==> src/rtl/neuron_sequencer.sv <==
// neuron_sequencer: walks one MAC core through clear, operand fetch, drain and result capture.
// Build option NEURON_SEQ_BIAS_EN adds a bias port and one extra operand cycle (weight=bias, input=1).
module neuron_sequencer #(
  parameter int N        = 8,
  parameter int N_INPUTS = 16,
  parameter int ADDR_W   = 8
) (
  input  logic              clk,
  input  logic              reset,
  input  logic              start,
  input  logic [ADDR_W-1:0] w_base,
  input  logic [ADDR_W-1:0] x_base,
  output logic              mem_ren,
  output logic [ADDR_W-1:0] w_addr,
  output logic [ADDR_W-1:0] x_addr,
  input  logic [N-1:0]      w_rdata,
  input  logic [N-1:0]      x_rdata,
  output logic [N-1:0]      mac_weight,
  output logic [N-1:0]      mac_in,
  output logic              mac_reset,
  output logic              mac_forget,
  output logic              mac_oe,
  input  logic [N-1:0]      mac_out,
  output logic              busy,
  output logic              result_valid,
  input  logic              result_ready,
  output logic [N-1:0]      result_data,
`ifdef NEURON_SEQ_BIAS_EN
  input  logic [N-1:0]      bias,
`endif
  output logic [2:0]        dbg_state_o
);

  // Result handshake: result_valid stays high with result_data frozen until a cycle in which
  // result_ready is also high; that cycle completes the transfer and the FSM returns to IDLE.

  localparam int CW = $clog2(N_INPUTS + 1);
  localparam logic [CW-1:0] LAST_RD = CW'(N_INPUTS - 1);
`ifdef NEURON_SEQ_BIAS_EN
  localparam logic [CW-1:0] LAST_FETCH = CW'(N_INPUTS);
`else
  localparam logic [CW-1:0] LAST_FETCH = CW'(N_INPUTS - 1);
`endif

  typedef enum logic [2:0] {IDLE, CLEAR, FETCH, DRAIN, CAPTURE, VALID} state_t;

  state_t            state_q;
  logic [CW-1:0]     idx_q;
  logic              drain_q;
  logic              dv_q;
  logic [ADDR_W-1:0] w_base_q, x_base_q;
  logic              mem_ren_q;
  logic [ADDR_W-1:0] w_addr_q, x_addr_q;
  logic              mac_reset_q, mac_oe_q;
  logic              busy_q, result_valid_q;
  logic [N-1:0]      result_data_q;
`ifdef NEURON_SEQ_BIAS_EN
  logic              bv_q;
`endif

  always_ff @(posedge clk) begin
    if (reset) begin
      state_q        <= IDLE;
      idx_q          <= '0;
      drain_q        <= 1'b0;
      dv_q           <= 1'b0;
      w_base_q       <= '0;
      x_base_q       <= '0;
      mem_ren_q      <= 1'b0;
      w_addr_q       <= '0;
      x_addr_q       <= '0;
      mac_reset_q    <= 1'b0;
      mac_oe_q       <= 1'b0;
      busy_q         <= 1'b0;
      result_valid_q <= 1'b0;
      result_data_q  <= '0;
`ifdef NEURON_SEQ_BIAS_EN
      bv_q           <= 1'b0;
`endif
    end else begin
      dv_q        <= mem_ren_q;
      mac_reset_q <= 1'b0;
      mac_oe_q    <= 1'b0;
`ifdef NEURON_SEQ_BIAS_EN
      bv_q        <= 1'b0;
`endif
      case (state_q)
        IDLE: begin
          if (start) begin
            w_base_q    <= w_base;
            x_base_q    <= x_base;
            mac_reset_q <= 1'b1;
            busy_q      <= 1'b1;
            state_q     <= CLEAR;
          end
        end
        CLEAR: begin
          idx_q     <= '0;
          mem_ren_q <= 1'b1;
          w_addr_q  <= w_base_q;
          x_addr_q  <= x_base_q;
          state_q   <= FETCH;
        end
        FETCH: begin
          if (idx_q == LAST_FETCH) begin
            mem_ren_q <= 1'b0;
            drain_q   <= 1'b0;
            state_q   <= DRAIN;
`ifdef NEURON_SEQ_BIAS_EN
            bv_q      <= 1'b1;
`endif
          end else begin
            idx_q <= idx_q + CW'(1);
            // Only reachable with the bias cycle: stop reading, hold the addresses.
            if (idx_q == LAST_RD) begin
              mem_ren_q <= 1'b0;
            end else begin
              w_addr_q <= w_addr_q + ADDR_W'(1);
              x_addr_q <= x_addr_q + ADDR_W'(1);
            end
          end
        end
        DRAIN: begin
          if (drain_q) begin
            mac_oe_q <= 1'b1;
            state_q  <= CAPTURE;
          end else begin
            drain_q <= 1'b1;
          end
        end
        CAPTURE: begin
          result_data_q  <= mac_out;
          result_valid_q <= 1'b1;
          state_q        <= VALID;
        end
        VALID: begin
          if (result_ready) begin
            result_valid_q <= 1'b0;
            busy_q         <= 1'b0;
            state_q        <= IDLE;
          end
        end
        default: state_q <= IDLE;
      endcase
    end
  end

  // Operands are gated by the data-valid flag so non-read cycles add a zero product.
  always_comb begin
    mac_weight = '0;
    mac_in     = '0;
    if (dv_q) begin
      mac_weight = w_rdata;
      mac_in     = x_rdata;
    end
`ifdef NEURON_SEQ_BIAS_EN
    else if (bv_q) begin
      mac_weight = bias;
      mac_in     = N'(1);
    end
`endif
  end

  assign mem_ren      = mem_ren_q;
  assign w_addr       = w_addr_q;
  assign x_addr       = x_addr_q;
  assign mac_reset    = mac_reset_q;
  assign mac_forget   = 1'b0;
  assign mac_oe       = mac_oe_q;
  assign busy         = busy_q;
  assign result_valid = result_valid_q;
  assign result_data  = result_data_q;
  assign dbg_state_o  = state_q;

endmodule

==> config.mk <==
export PLATFORM = sky130hd
export DESIGN_NAME = neuron_sequencer
export DESIGN_NICKNAME = d
export VERILOG_FILES = /design/src/rtl/neuron_sequencer.sv
export SDC_FILE = /design/constraint.sdc
export NUM_CORES = 1
export LEC_CHECK = 0
export CAP_MARGIN = 5
export CORE_MARGIN = 3
export CORE_UTILIZATION = 45
export DETAILED_ROUTE_END_ITERATION = 16
export MAX_ROUTING_LAYER = met4
export PLACE_DENSITY = 0.8
export SYNTH_ARGS = -nofsm -noshare
export SYNTH_HDL_FRONTEND = slang
export SYNTH_SLANG_ARGS = --single-unit
==> constraint.sdc <==
create_clock -name clk -period 2.9 [get_ports clk]
set_input_delay 0.58 -clock clk [delete_from_list [all_inputs] [get_ports clk]]
set_output_delay 0.58 -clock clk [all_outputs]
set_load 0.01 [all_outputs]
==> results of run 1 <==
report_power, final:
part           internal, uW  leakage [uW]  switching [uW]
clock                   166     0.0000440             246
sequential              792      0.000448            36.8
combinational           160      0.000828             143
area by class of cell:
class                           count  area, sq um
Clock buffer                        5         68.8
Clock inverter                      2         13.8
Fill cell                         476         1930
Inverter                           10         37.5
Multi-Input combinational cell    234         1360
Sequential cell                    55         1100
Tap cell                           72         90.1
Timing Repair Buffer              100          973
stage by stage:
step           worst slack (ns)  util, %
2_1_floorplan             0.841        -
3_3_place_gp              0.611     63.8
3_5_place_dp              0.599     63.8
4_1_cts                   0.579     65.3
5_1_grt                   0.378     65.3
6_report                  0.567     65.3
sequential cells by signal, indices dropped and copies added (netlist names):
name	cells
dbg_state_o	3
dv_q	1
w_addr	8
drain_q	1
busy	1
mac_oe	1
x_addr	8
idx_q	5
result_data	8
x_base_q	8
mem_ren	1
w_base_q	8
mac_reset	1
result_valid	1
synthesized netlist by cell type (5+ instances only):
cell | number | area share, %
inv_1 | 10 | 1.4
dfxtp_1 | 55 | 42
nor2_1 | 28 | 4.0
and2_1 | 18 | 4.3
nand2_1 | 50 | 7.2
o31a_1 | 5 | 1.7
a21oi_1 | 40 | 7.7
nor3_1 | 6 | 1.2
nor2b_1 | 7 | 1.7
o21ai_0 | 10 | 1.9
nand3_1 | 10 | 1.9
mux2i_1 | 10 | 3.8
clkbuf_1 | 11 | 1.6
o32ai_1 | 6 | 2.0
buf_2 | 10 | 1.9
worst max-delay path: stages (launching register included):
cell and delay (ns):
dfxtp_1 0.35, ha_1 0.22, and3_1 0.18, ha_1 0.23, or3b_4 0.41, a21oi_4 0.36, nand2b_1 0.29, o21ai_0 0.23
metal layers:
layer	global-route usage, %	share of wire, %
met5	-	0
met4	4.82	0.75
met3	4.12	7.2
met2	34.4	48
met1	25.3	44
final timing paths:
| path | startpoint | to | slack (ns) | cells past startpoint |
|---|---|---|---|---|
| worst max register to register | idx_q[0] | x_addr[6] | 0.57 | 7 |
| worst min-delay path | idx_q[4] | idx_q[4] | 0.46 | 2 |
| worst min register to register | idx_q[4] | idx_q[4] | 0.46 | 2 |
| worst max-delay path | idx_q[0] | x_addr[6] | 0.57 | 7 |
kinds of logic (layout without fill, tap and decap cells):
logic type / after synthesis / in the layout / share of synthesized area (%)
flip-flops: 55 / 55 / 42.2
AND/OR/NAND/NOR: 140 / 140 / 26.6
adder cells (fa/ha/maj): 4 / 4 / 1.92
AO/OA/AOI/OAI: 77 / 77 / 18.6
XOR/XNOR: 1 / 1 / 0.335
other: 1 / 1 / 0.144
multiplexers: 11 / 11 / 4.26
buffers and inverters: 35 / 117 / 5.94
==> results.toml, run 1 <==
[layout]
design_area_sq_um = 3640
diodes = 0
area_growth_pct = 39.4
final_common_cell = "clkdlybuf4s50_1"
final_cells = 478
layout_common_cells = "clkdlybuf4s50_1, dfxtp_1, nand2_1"
post_route_cells_drive_above_1_share_pct = 5.17
fin_nets = 454

[synth]
ys_seq_elements = 55
netlist_area_sq_um = 2610
yosysUniqueCellTypes = 41
synth_warnings = 0
ys_async_sr_fraction_pct = 0
synthFlopType = "dfxtp_1"
syn_inst = 324
ys_seq_area_share_pct = 42.2
synth_nets = 372
synth_edf_count = 0
avgSynthCellArea_sq_um = 8.06

[clock_tree]
tritoncts = "done"
cts_sinks = 55
numCtsBuffers = 5
cts.repair.resized = 0
clk_pin_slew_ns = 0.10
post-cts-setup-buffers = 0
clk_latency_ns = 0.31
clockRootBuffer = "clkbuf_8"
hold_buffers = 0
clockBufferDepth = 2
htree_num_levels = 2

[setup_path]
cp_max_fo = 14
arrival_ns = 2.57
crit_path_end_kind = "register"
critPathKind = "register to register"
required_ns = 3.14
worstSetupStartpointType = "register"

[detailed_routing]
drtPass1Iterations = 4
num_vias = 2495
drt_iter0_drc = 130
wirelength_mm = 6.52
vias_per_cell = 5.22
drc_errors = 0
wire_per_inst_microns = 13.6
ant_nets = 0

[timing]
slew_viol_final = 0
fin_crit_sh_pct = 80.4
rsz0062_at_grt = "no"
tightest_slew_ns = 0.658
setup_violations = 0
min_period_ns = 2.33
final.setup.tns_ns = 0
hold_viol = 0
max-slew-margin-rel_pct = 56.0
skew_ns = 0.0142
max_freq_ghz = 0.429
holdWs_ns = 0.457

[global_routing]
grt_pass1_vias = 2357
grt_pass1_wl_mm = 10.6
antenna_found_initial = 0
track_usage_pct = 20.5
grt_max_degree = 34
grt_overflow = 0

[die]
fp.dieW_microns = 82.2
row_count = 27
die_height_microns = 82.2
ios = 93
initial_core_util_pct = 46.8
die_area_sq_um = 6750
core_region_area_sq_um = 5570

[placement]
place_congestion = 0.852
port_buffers = 91
hpwlAfterDp_mm = 4.63
placedCellCount = 471
place_area_sq_um = 3560

[power]
power_uw = 1540
powerDensity_nw_per_um2 = 424
peakVddDrop_v = 0.000308
p_leak_uw = 0.00132

[job]
maxCapViolCount = 0

[run_status]
status = "finished clean"

[hold_path]
hold_path.class = "register to register"
Note: power is estimated with default switching activity, not from simulation.
==> run 2: changes to the inputs <==
==> constraint.sdc (replaced) <==
create_clock -name clk -period 2.45 [get_ports clk]
set_input_delay 0.49 -clock clk [delete_from_list [all_inputs] [get_ports clk]]
set_output_delay 0.49 -clock clk [all_outputs]
set_load 0.01 [all_outputs]
==> run 2 against run 1 <==
Against the previous run: final cell count increased by 0.63%; setup slack got worse by 0.31 ns; clock power increased by 33%; maximum frequency increased by 6.2%; first-iteration DRC count increased by 12%; register-to-register slack got worse by 0.31 ns; flip-flop and latch count unchanged; hold slack got worse by 0.0046 ns; wire length increased by 1.7%; die area unchanged; power increased by 23%; global-route usage decreased by 0.076 points; largest power group unchanged.
==> results.toml, run 2 (synthesized netlist as in run 1, its figures left out) <==
[clock_tree]
tritoncts = "done"
clk_latency_ns = 0.31
htree_num_levels = 2
clk_pin_slew_ns = 0.09
clockRootBuffer = "clkbuf_8"
cts_sinks = 55
hold_buffers = 0
clockBufferDepth = 2
post-cts-setup-buffers = 0
cts.repair.resized = 0
numCtsBuffers = 5

[die]
die_height_microns = 82.2
core_region_area_sq_um = 5570
ios = 93
row_count = 27
die_area_sq_um = 6750
initial_core_util_pct = 46.8
fp.dieW_microns = 82.2

[detailed_routing]
drtPass1Iterations = 4
wire_per_inst_microns = 13.8
ant_nets = 0
drc_errors = 0
drt_iter0_drc = 146
vias_per_cell = 5.29
num_vias = 2545
wirelength_mm = 6.64

[layout]
layout_common_cells = "clkdlybuf4s50_1, dfxtp_1, nand2_1"
post_route_cells_drive_above_1_share_pct = 5.62
fin_nets = 456
final_common_cell = "clkdlybuf4s50_1"
final_cells = 481
final_util_pct = 65.9
area_growth_pct = 40.6
fillers = 474
diodes = 0

[power]
peakVddDrop_v = 0.000380
powerDensity_nw_per_um2 = 516
p_leak_uw = 0.00134
power_uw = 1890

[timing]
min_period_ns = 2.20
hold_viol = 0
holdWs_ns = 0.453
fin_crit_sh_pct = 89.7
setup_violations = 0
final.setup.tns_ns = 0
slew_viol_final = 0
max-slew-margin-rel_pct = 65.6
tightest_slew_ns = 0.516
max_freq_ghz = 0.455
skew_ns = 0.00601
rsz0062_at_grt = "no"

[global_routing]
track_usage_pct = 20.4
grt_max_degree = 36
antenna_found_initial = 0
grt_overflow = 0
grt_pass1_vias = 2275
grt_pass1_wl_mm = 10.5

[setup_path]
required_ns = 2.65
crit_path_end_kind = "register"
cp_slowest_cell = "or3b_4"
critPathKind = "register to register"
cp_max_fo = 9
crit_chain = "ha_1, and3_1, ha_1, or3b_4, a21oi_4, buf_4, mux2i_1, a21oi_1"
max_stage_delay_ns = 0.42
arrival_ns = 2.39
worstSetupStartpointType = "register"
crit_top_cell = "ha_1"

[placement]
place_congestion = 0.827
port_buffers = 91
placedCellCount = 473
hpwlAfterDp_mm = 4.70

[hold_path]
hold_path.class = "register to register"

[run_status]
status = "finished clean"

[job]
maxCapViolCount = 0
-- run 2: final timing paths --
path	startpoint	end	slack, ns	cells after the start
setup reg to reg	idx_q[0]	w_addr[0]	0.25	8
setup / recovery	idx_q[0]	w_addr[0]	0.25	8
hold reg to reg	w_base_q[2]	w_base_q[2]	0.45	2
hold / removal	w_base_q[2]	w_base_q[2]	0.45	2
-- run 2: cell type report --
cell class,count,area (sq um),area share [%]
Clock buffer,8,100,2.73
Inverter,10,37.5,1.02
Multi-Input combinational cell,234,1360,36.9
Sequential cell,55,1100,30.0
Tap cell,72,90.1,2.45
Timing Repair Buffer,102,988,26.9
-- run 2: worst max-delay path: cells and delay by family, from the launching register on --
kind / cells / cell delay [ns]
and+or+nand+nor: 2 / 0.61
buffers and inverters: 1 / 0.20
adders and majority gates: 2 / 0.46
DFF: 1 / 0.35
AOI/OAI and AO/OA: 2 / 0.28
muxes: 1 / 0.19
-- run 2: per-layer routing --
metal | part of all wire (%) | vias up | GRT usage (%) | wire length, microns
li1 | - | 1279 | - | -
met4 | 1.3 | 0 | 6.81 | 89
met2 | 47 | 78 | 33.8 | 3120
met5 | 0 | - | - | 0
met1 | 45 | 1179 | 24.2 | 2960
met3 | 7.0 | 9 | 4.99 | 465
-- run 2: per-stage QoR --
step	worst slack, ns	instance area (sq um)
2_1_floorplan	0.391	2610
3_3_place_gp	0.341	3570
3_5_place_dp	0.291	3570
4_1_cts	0.250	3670
5_1_grt	0.0731	3670
6_report	0.253	3670
-- run 2: power breakdown --
part | internal [uW] | switching [uW] | leakage [uW]
clock | 259 | 289 | 0.0000515
sequential | 937 | 49.5 | 0.000448
combinational | 193 | 166 | 0.000838
==> run 3: changes to the inputs <==
--- a/config.mk
+++ b/config.mk
@@ -5,12 +5,13 @@
 export SDC_FILE = /design/constraint.sdc
 export NUM_CORES = 1
 export LEC_CHECK = 0
-export CAP_MARGIN = 5
+export CAP_MARGIN = 20
 export CORE_MARGIN = 3
 export CORE_UTILIZATION = 45
 export DETAILED_ROUTE_END_ITERATION = 16
 export MAX_ROUTING_LAYER = met4
 export PLACE_DENSITY = 0.8
+export REMOVE_ABC_BUFFERS = 1
 export SYNTH_ARGS = -nofsm -noshare
 export SYNTH_HDL_FRONTEND = slang
 export SYNTH_SLANG_ARGS = --single-unit
==> run 3 against run 2 <==
Against the previous run: sequential share of layout area is 0.32 points lower; register-to-register slack is essentially flat; hold slack gained 0.0017 ns; first-iteration DRC count grew 47%; final area is 1.1% higher; power grew 8.0%; clock power up 27%; flip-flop and latch count stayed put; largest cell class unchanged; highest routed layer unchanged.
==> results.toml, run 3 (synthesized netlist as in run 1, its figures left out) <==
[layout]
fin_nets = 457
post_route_cells_drive_above_1_share_pct = 5.85
diodes = 0
layout_common_cells = "clkdlybuf4s50_1, dfxtp_1, nand2_1"
area_growth_pct = 42.2
final_cells = 482
fillers = 470
final_common_cell = "clkdlybuf4s50_1"
multiInputGateArea_sq_um = 1360
seq_area_sq_um = 1100

[clock_tree]
post-cts-setup-buffers = 0
tritoncts = "done"
cts_sinks = 55
clk_pin_slew_ns = 0.09
numCtsBuffers = 5
cts.repair.resized = 0
htree_num_levels = 2
clockRootBuffer = "clkbuf_8"
clk_latency_ns = 0.31
clockBufferDepth = 2
hold_buffers = 0

[timing]
rsz0062_at_grt = "no"
slew_viol_final = 0
tightest_slew_ns = 0.515
max-slew-margin-rel_pct = 65.6
skew_ns = 0.00487
hold_viol = 0
min_period_ns = 2.21
final.setup.tns_ns = 0
fin_ws_ns = 0.244
setup_violations = 0
max_freq_ghz = 0.453
fin_crit_sh_pct = 90.0

[die]
row_count = 27
die_area_sq_um = 6750
fp.dieW_microns = 82.2
ios = 93
core_region_area_sq_um = 5570
initial_core_util_pct = 46.8
die_height_microns = 82.2

[global_routing]
grt_overflow = 0
grt_pass1_wl_mm = 11.1
grt_max_degree = 36
grt_pass1_vias = 2463
antenna_found_initial = 0
track_usage_pct = 21.5

[setup_path]
rr_endpoint = "x_addr[6]"
arrival_ns = 2.44
required_ns = 2.68
critPathKind = "register to register"
cp_max_fo = 8
worstSetupStartpointType = "register"
reg2reg_from = "idx_q[0]"
crit_path_end_kind = "register"
rrSetupSlack_ns = 0.24
reg2reg_depth = 7

[detailed_routing]
wire_per_inst_microns = 13.8
vias_per_cell = 5.32
drc_errors = 0
ant_nets = 0
wirelength_mm = 6.67
drtPass1Iterations = 4
num_vias = 2565
drt_iter0_drc = 215

[placement]
pre_cts_ws_ns = 0.262
placedCellCount = 474
hpwlAfterDp_mm = 4.82
port_buffers = 91
place_congestion = 0.847

[power]
peakVddDrop_v = 0.000445
power_uw = 2050
powerDensity_nw_per_um2 = 551
p_leak_uw = 0.00136

[hold_path]
min_to = "x_base_q[2]"
hold_path.class = "register to register"
min_path_cells = 2
holdCritStartpoint = "x_base_q[2]"

[job]
maxCapViolCount = 0

[run_status]
status = "finished clean"
## run 3: cell count changes in the layout (fill, tap and decap cells not counted), sizes merged
cell,before,now
clkbuf,8,6
bufinv,0,2
buf,12,13
## run 3: critical path, cell delays in order (launching register included)
cell and delay, ns:
dfxtp_1 0.35, ha_1 0.21, and3_1 0.18, ha_1 0.23, or3b_4 0.42, a21oi_4 0.22
nand2b_1 0.27, o21ai_0 0.24
## run 3: through the flow
step           hold slack [ns]  utilization, %  cell area, sq um
2_1_floorplan            0.426               -              2490
3_3_place_gp             0.442            64.2              3580
3_5_place_dp             0.442            64.2              3580
4_1_cts                  0.456            66.6              3710
5_1_grt                  0.479            66.6              3710
6_report                 0.454            66.6              3710
## run 3: where the power goes
part | switching (uW) | internal [uW]
Sequential | 49.5 | 937
Combinational | 166 | 195
Clock | 289 | 408
Total | 505 | 1540
## run 3: how the worst max path moves through the flow
stage / from / end / depth (start not counted)
floorplan: idx_q[0] / idx_q[4] / 7
global placement: idx_q[0] / w_addr[1] / 8
detailed placement: idx_q[0] / x_addr[6] / 7
CTS: idx_q[0] / x_addr[6] / 8
global route: idx_q[0] / w_addr[1] / 8
finish: idx_q[0] / x_addr[6] / 7
## run 3: per-layer routing
| layer | routed length (microns) | share of wire, % | track usage, % | up-vias |
|---|---|---|---|---|
| li1 | - | - | - | 1289 |
| met1 | 2810 | 42 | 25.7 | 1169 |
| met2 | 3240 | 49 | 36.1 | 102 |
| met3 | 550 | 8.2 | 4.99 | 5 |
| met4 | 71 | 1.1 | 6.64 | 0 |
| met5 | 0 | 0 | - | - |
## run 3: area by class of cell
type	instances	share of cell area, %
clock inverters	2	1.62
flip-flops and latches	55	29.7
inverters	10	1.01
well taps	72	2.43
repair buffers	103	26.8
clock buffers	6	1.95
multi-input cells	234	36.5
